## src/rtl/fir_pkg.sv

```systemverilog
// Shared FIR constants and types used by the coefficient loader and the filter core.
package fir_pkg;

  localparam int ORDER = 53;
  localparam int WIDTH = 16;

  typedef logic signed [WIDTH-1:0] coef_t;

  typedef enum logic [1:0] {
    IDLE  = 2'd0,
    LOAD  = 2'd1,
    ARMED = 2'd2
  } loader_state_t;

endpackage

```

## src/rtl/fir_coef_bank.sv

```systemverilog
// One bank of N coefficient registers: single write port, flat read bus of all taps.
module fir_coef_bank #(
  parameter int N = 53,
  parameter int W = 16
) (
  input  logic                 clk,
  input  logic                 reset,
  input  logic                 we,
  input  logic [$clog2(N)-1:0] widx,
  input  logic [W-1:0]         wdata,
  output logic [N*W-1:0]       rd_bus
);

  logic [W-1:0] mem [N];

  always_ff @(posedge clk or negedge reset) begin
    if (!reset) begin
      for (int i = 0; i < N; i++) mem[i] <= '0;
    end else if (we) begin
      mem[widx] <= wdata;
    end
  end

  for (genvar k = 0; k < N; k++) begin : g_rd
    assign rd_bus[k*W +: W] = mem[k];
  end

endmodule

```

## src/rtl/fir_coef_loader.sv

```systemverilog
// Serial-to-parallel coefficient loader with a shadow bank that goes live on the
// filter's sample-boundary strobe, so the datapath never sees a partial set.
//
//   state | meaning
//   IDLE  | waiting for tap 0, count = 0
//   LOAD  | collecting taps into the shadow bank
//   ARMED | full set in shadow, waiting for swap_en
module fir_coef_loader #(
  parameter int ORDER = fir_pkg::ORDER,
  parameter int WIDTH = fir_pkg::WIDTH
) (
  input  logic                   clk,
  input  logic                   reset,
  input  logic                   coef_valid,
  input  logic [WIDTH-1:0]       coef_data,
  input  logic                   coef_last,
  output logic                   coef_ready,
  input  logic                   swap_en,
  output logic [ORDER*WIDTH-1:0] coeffs_out,
  output logic                   load_done,
  output logic                   load_err
);

  import fir_pkg::*;

  localparam int CW = $clog2(ORDER);
  localparam logic [CW-1:0] LAST_IDX = CW'(ORDER - 1);

  loader_state_t   state_q, state_d;
  logic [CW-1:0]   count_q, count_d;
  logic            bank_sel_q, bank_sel_d;
  logic            done_d, err_d;
  logic            accept;
  logic [ORDER*WIDTH-1:0] bus0, bus1;

  always_ff @(posedge clk or negedge reset) begin
    if (!reset) begin
      state_q    <= IDLE;
      count_q    <= '0;
      bank_sel_q <= 1'b0;
      load_done  <= 1'b0;
      load_err   <= 1'b0;
    end else begin
      state_q    <= state_d;
      count_q    <= count_d;
      bank_sel_q <= bank_sel_d;
      load_done  <= done_d;
      load_err   <= err_d;
    end
  end

  always_comb begin
    state_d    = state_q;
    count_d    = count_q;
    bank_sel_d = bank_sel_q;
    done_d     = 1'b0;
    err_d      = 1'b0;
    coef_ready = (state_q != ARMED);
    accept     = coef_valid && coef_ready;
    case (state_q)
      IDLE, LOAD: begin
        if (accept) begin
          if (coef_last && count_q == LAST_IDX) begin
            state_d = ARMED;
            count_d = '0;
          end else if (coef_last || count_q == LAST_IDX) begin
            // short or overlong set: drop it, the active bank is untouched
            err_d   = 1'b1;
            count_d = '0;
            state_d = IDLE;
          end else begin
            count_d = count_q + 1'b1;
            state_d = LOAD;
          end
        end
      end
      ARMED: begin
        if (swap_en) begin
          bank_sel_d = ~bank_sel_q;
          done_d     = 1'b1;
          count_d    = '0;
          state_d    = IDLE;
        end
      end
      default: begin
        state_d = IDLE;
        count_d = '0;
      end
    endcase
  end

  // Only the shadow bank (the one not selected) is ever written.
  fir_coef_bank #(.N(ORDER), .W(WIDTH)) u_bank0 (
    .clk    (clk),
    .reset  (reset),
    .we     (accept && bank_sel_q),
    .widx   (count_q),
    .wdata  (coef_data),
    .rd_bus (bus0)
  );

  fir_coef_bank #(.N(ORDER), .W(WIDTH)) u_bank1 (
    .clk    (clk),
    .reset  (reset),
    .we     (accept && !bank_sel_q),
    .widx   (count_q),
    .wdata  (coef_data),
    .rd_bus (bus1)
  );

  assign coeffs_out = bank_sel_q ? bus1 : bus0;

endmodule

```

## config.mk

```make
export PLATFORM = sky130hd
export DESIGN_NAME = fir_coef_loader
export DESIGN_NICKNAME = d
export VERILOG_FILES = /design/src/rtl/fir_pkg.sv /design/src/rtl/fir_coef_bank.sv /design/src/rtl/fir_coef_loader.sv
export SDC_FILE = /design/constraint.sdc
export NUM_CORES = 2
export LEC_CHECK = 0
export CELL_PAD_IN_SITES_DETAIL_PLACEMENT = 0
export CELL_PAD_IN_SITES_GLOBAL_PLACEMENT = 2
export CORE_MARGIN = 1.5
export CORE_UTILIZATION = 42
export CTS_BUF_LIST = sky130_fd_sc_hd__clkbuf_4 sky130_fd_sc_hd__clkbuf_8
export DETAILED_ROUTE_END_ITERATION = 10
export PLACE_DENSITY = 0.91
export REMOVE_ABC_BUFFERS = 1
export SYNTH_ARGS = -nofsm -noshare
export SYNTH_HDL_FRONTEND = slang
export SYNTH_SLANG_ARGS = --single-unit
```

## constraint.sdc

```tcl
create_clock -name clk -period 3.2 [get_ports clk]
set_clock_uncertainty 0.1 [all_clocks]
set_input_delay 0.8 -clock clk [delete_from_list [all_inputs] [get_ports clk]]
set_output_delay 0.8 -clock clk [all_outputs]
set_load 0.05 [all_outputs]
```

[After elaboration in Yosys (flattened, before gate mapping)]
Cells that the tools add are included.
Word-level totals
  flip-flop bits (word level): 1707
  output and inout bits: 851
  bits of input ports: 21
  logic and storage cells: 154
Cells by class
  reduce and logical (&&, ||, !) cells: 11
  equality and inequality tests: 6
  order comparisons: 2
  add/subtract/negate cells: 1
  bitwise logic cells: 2
  mux-type cells: 21
Operator list (number)
  848-bit bitwise mux: 2
  848-bit 2-to-1 mux: 1
  16-bit demux with 6-bit select: 1
  6-bit 2-to-1 mux: 4
  16-bit 2-to-1 mux: 1
  6-bit one-hot mux with 2 select lines: 1
  7-bit greater-or-equal comparator (second input constant): 1
  7-bit by 1-bit < comparator with 1-bit output (second input constant): 1
  1-bit 2-to-1 mux: 7
  6-bit inverter with 7-bit output: 1
  6-bit by 1-bit adder with 6-bit output (second input constant): 1
  6-bit equality test (second input constant): 1
  2-bit 2-to-1 mux: 3
  2-bit != test (second input constant): 3
  1-bit logical AND: 5
  2-bit one-hot mux with 2 select lines: 1
  2-bit AND reduction: 2
  2-bit by 1-bit equality test with 1-bit output (second input constant): 1
  2-bit equality test (second input constant): 1
  2-bit zero test: 1
  2-bit OR reduction: 1
  1-bit zero test: 1
  1-bit logical OR: 1
  1-bit inverter: 1

[Longest topological paths before layout]
  word-level depth: 6
  gate-level depth with buffers: 10
  mapped depth without buffers: 9

[Modules after synthesis]
From an unflattened synthesis, not the netlist that was laid out.
Second synthesis, totals
  cells, all modules: 4855
  area, all modules: 75158.3 um^2
Modules (own cells, without submodules)
  fir_coef_bank: sequential area each 21220.4 um^2, cells each 1923, instances 2, area each 32254.7 um^2
  fir_coef_loader: sequential area each 275.3 um^2, cells each 1009, instances 1, area each 10649.0 um^2

[Worst setup path after synthesis]
No wires, ideal clock.
  path kind: register to output
  start point: register bank_sel_q
  end point: output coeffs_out[128]
  cell stages (with the launch flop): 6
  buffers on the path: 4
  data arrival time: 1.848 ns
  path slack: 0.452 ns
  required time: 2.300 ns
  path through: dfrtp_1 clkbuf_1 clkbuf_1 clkbuf_1 clkbuf_1 mux2_2
Between the ends
  word-level cells in the longest chain between the ends: 1
RTL lines
  start: declaration: line fir_coef_loader.sv:31  | logic bank_sel_q, bank_sel_d;
  start signal: assignment: line fir_coef_loader.sv:46  | bank_sel_q <= bank_sel_d;
  848-bit 2-to-1 mux: line fir_coef_loader.sv:111  | assign coeffs_out = bank_sel_q ? bus1 : bus0;
  end: declaration: line fir_coef_loader.sv:19  | output logic [ORDER*WIDTH-1:0] coeffs_out,
No other way between the ends.

[Worst setup path in the final report]
  start point: register bank_sel_q
  end point: output coeffs_out[642]
Same word-level chain as after synthesis.

==> results.cfg <==
[placed_design]
post_dp_cell_area_um2 = 86300
hpwl_um = 145000
port_buffers = 871
gp_congestion = 0.795
dpl.cell_count = 7897

[sta]
slew_violations = 0
fmaxAchievable_mhz = 279
post-route-worst-setup-slack_ps = -379
fin_crit_sh_pct = 112
hold_ws_ps = 238
final-hold-violation-count = 0
rsz0062_at_grt = true
worst_pin_slew_ps = 932
fin_crit_ps = 3580
finalSetupViolations = 848
relSlewSlack_pct = 37.9

[routing]
final_antenna_net_count = 0
first_pass_iters = 4
drcViolationCount = 0
drtIter0Drc = 2171
wl_per_cell_um = 27.0
routed_via_density = 5.35
totalWireLength_um = 229000
vias = 45346

[synth]
synth_area_per_cell_um2 = 15.5
ys_warn_count = 0
synth_area_um2 = 75500
ys_types = 49
ys.flop_type = dfrtp_1
ys_ff_latch = 1707
synth_edf_count = 0
syn_inst = 4860
ys_seq_area_share_pct = 56.6
async_flop_share_pct = 100

[worst_hold_path]
hold_path.class = input pin to register

[setup_path]
required_ps = 2300
crit_path_max_fanout = 16
cp-end-kind = output port
path_class = register to output port
crit_arrival_ps = 2680
critPathLaunchType = register

[outcome]
violations = negative setup slack
status = finished, violations left

[final_layout]
multiInputGateArea_um2 = 30800
drive_above_1_share_pct = 70.7
stdcell_count = 8470
final_area_um2 = 94600
fill_cells = 14772
syn2layout_area_growth_pct = 25.4
fin_nets = 5929
fin_util_pct = 53.0
final-seq-area_um2 = 42700

[job]
maxCapViolations = 0

[die]
die_x_um = 427
start_util_pct = 42.3
die_h_um = 427
dieArea_um2 = 182000
io_pins = 872
coreArea_um2 = 178000
rows = 155

[grt]
grt_usage_pct = 24.5
antenna_found_initial = 15
grt.overflow.total = 0
grt_pass1_wl_um = 329000
grt_pass1_vias = 48105
grt_max_degree = 137

[clocking]
cts_buffer_depth = 4
clkTransAtPathRegs_ps = 60
cts_root_buffer = clkbuf_8
cts_buffers = 309
cts_tree = built
clock_latency_ps = 1020
htree_levels = 5
cts_num_sinks = 1707

[power_and_ir_drop]
ir_drop_mv = 0.583
leakagePower_uw = 0.0485
power.density_nw_per_um2 = 487
[layer usage]
| metal | vias up | global-route usage, % | share of wire, % |
|---|---|---|---|
| met1 | 24257 | 30.4 | 41 |
| met5 | - | 0 | 0 |
| met3 | 479 | 5.17 | 4.9 |
| li1 | 19416 | - | - |
| met2 | 1194 | 40.2 | 49 |
| met4 | 0 | 12.8 | 5.7 |
[layout by cell type, fill, tap and decap left out, types with 4 or more instances in the layout]
cell type	count
nor2_1	9
buf_8	8
nand3_4	4
nand2_2	16
diode_2	9
nor3_2	6
buf_4	802
nor2_4	19
buf_12	132
nor3b_1	4
clkbuf_8	384
bufinv_16	4
clkdlybuf4s50_1	5
nand3_2	5
inv_1	5
buf_16	30
clkbuf_16	12
nor2_2	23
clkbuf_4	104
nor3_4	30
nand2_4	7
mux2_2	2457
buf_6	149
nor2_8	6
mux2_1	6
clkinvlp_4	5
o21ai_0	4
ha_1	5
nor3_1	4
dfrtp_1	1706
bufbuf_16	4
nand2_1	10
clkinv_2	15
mux2_4	81
[power breakdown]
| group | total, µW | switching, µW | internal (µW) |
|---|---|---|---|
| sequential | 22700 | 372 | 22300 |
| combinational | 2120 | 1340 | 785 |
| clock | 21200 | 8970 | 12200 |
[synth_stat cells (6+ instances only)]
cell,number,area (µm²)
nor3_4,29,472
nor3_2,7,70.1
nor2_4,19,214
mux2_1,6,67.6
buf_4,62,465
nand2_2,16,100
mux2_2,2521,28400
nand2_1,10,37.5
nor2_1,9,33.8
buf_2,21,105
buf_6,50,563
nor2_2,23,144
nand2_4,7,78.8
clkbuf_1,274,1030
mux2_4,17,255
nor2_8,6,120
dfrtp_1,1707,42700
[worst paths after layout]
path | from | endpoint | slack, ps | cells past startpoint
worst max-delay path | bank_sel_q$_DFFE_PN0P_ | coeffs_out[642] | -380 | 6
max in group asynchronous | reset | u_bank1.rd_bus[418]$_DFFE_PN0P_ | 1490 | 3
worst min register to register | u_bank1.rd_bus[522]$_DFFE_PN0P_ | u_bank1.rd_bus[522]$_DFFE_PN0P_ | 380 | 1
worst min-delay path | coef_data[11] | u_bank0.rd_bus[395]$_DFFE_PN0P_ | 240 | 3
worst max register to register | count_q[3]$_DFFE_PN0P_ | u_bank0.rd_bus[171]$_DFFE_PN0P_ | 480 | 5
min in group asynchronous | reset | u_bank0.rd_bus[152]$_DFFE_PN0P_ | 280 | 2
[final cells by class]
cell class / instances / area share [%]
sequential: 1707 / 45.1
multi-input combinational: 2736 / 32.6
timing repair buffer: 1143 / 12.4
clock buffer: 488 / 6.41
tap: 2355 / 3.11
clock inverter: 26 / 0.264
inverter: 6 / 0.0264
antenna: 9 / 0.0238
[sequential cells by signal (all words and copies together), names as in the netlist]
register / count
u_bank0.rd_bus: 848
u_bank1.rd_bus: 848
state_q: 2
load_done: 1
load_err: 1
bank_sel_q: 1
count_q: 6
[cells by family (layout without fill, tap and decap cells)]
logic type | after synthesis | count (layout) | synth area share (%)
AOI/OAI and AO/OA | 8 | 8 | 0.0663
xor gates and xnor gates | 4 | 4 | 0.0464
adders and majority gates | 5 | 5 | 0.0829
buffers and inverters | 417 | 1663 | 2.92
DFF | 1707 | 1707 | 56.6
muxes | 2545 | 2545 | 38.1
other | 0 | 9 | 0
and+or+nand+nor | 174 | 174 | 2.24
[what timing repair did]
action,in CTS,in global routing
gates cloned,14,14
hold buffers,1,0
resized for setup,152,110
setup buffers,18,3
endpoints found under the setup margin,851,851
endpoints found under the hold margin,37,0
[critical path, cell delays in order (launching register included)]
cell	delay [ps]
dfrtp_4	420
buf_4	170
buf_12	210
buf_12	130
buf_16	160
mux2_2	400
buf_6	170
[stage by stage]
stage | TNS (ps) | worst slack, ps | power [µW]
finish | -247860 | -379 | 46000
global route | -339210 | -474 | 47800
floorplan | - | -17800 | 23800
detailed placement | -517 | -42.1 | 25200
CTS | -326370 | -461 | 46600
global placement | -866 | -50.1 | 25100
Power figures use the tool's default switching activity.
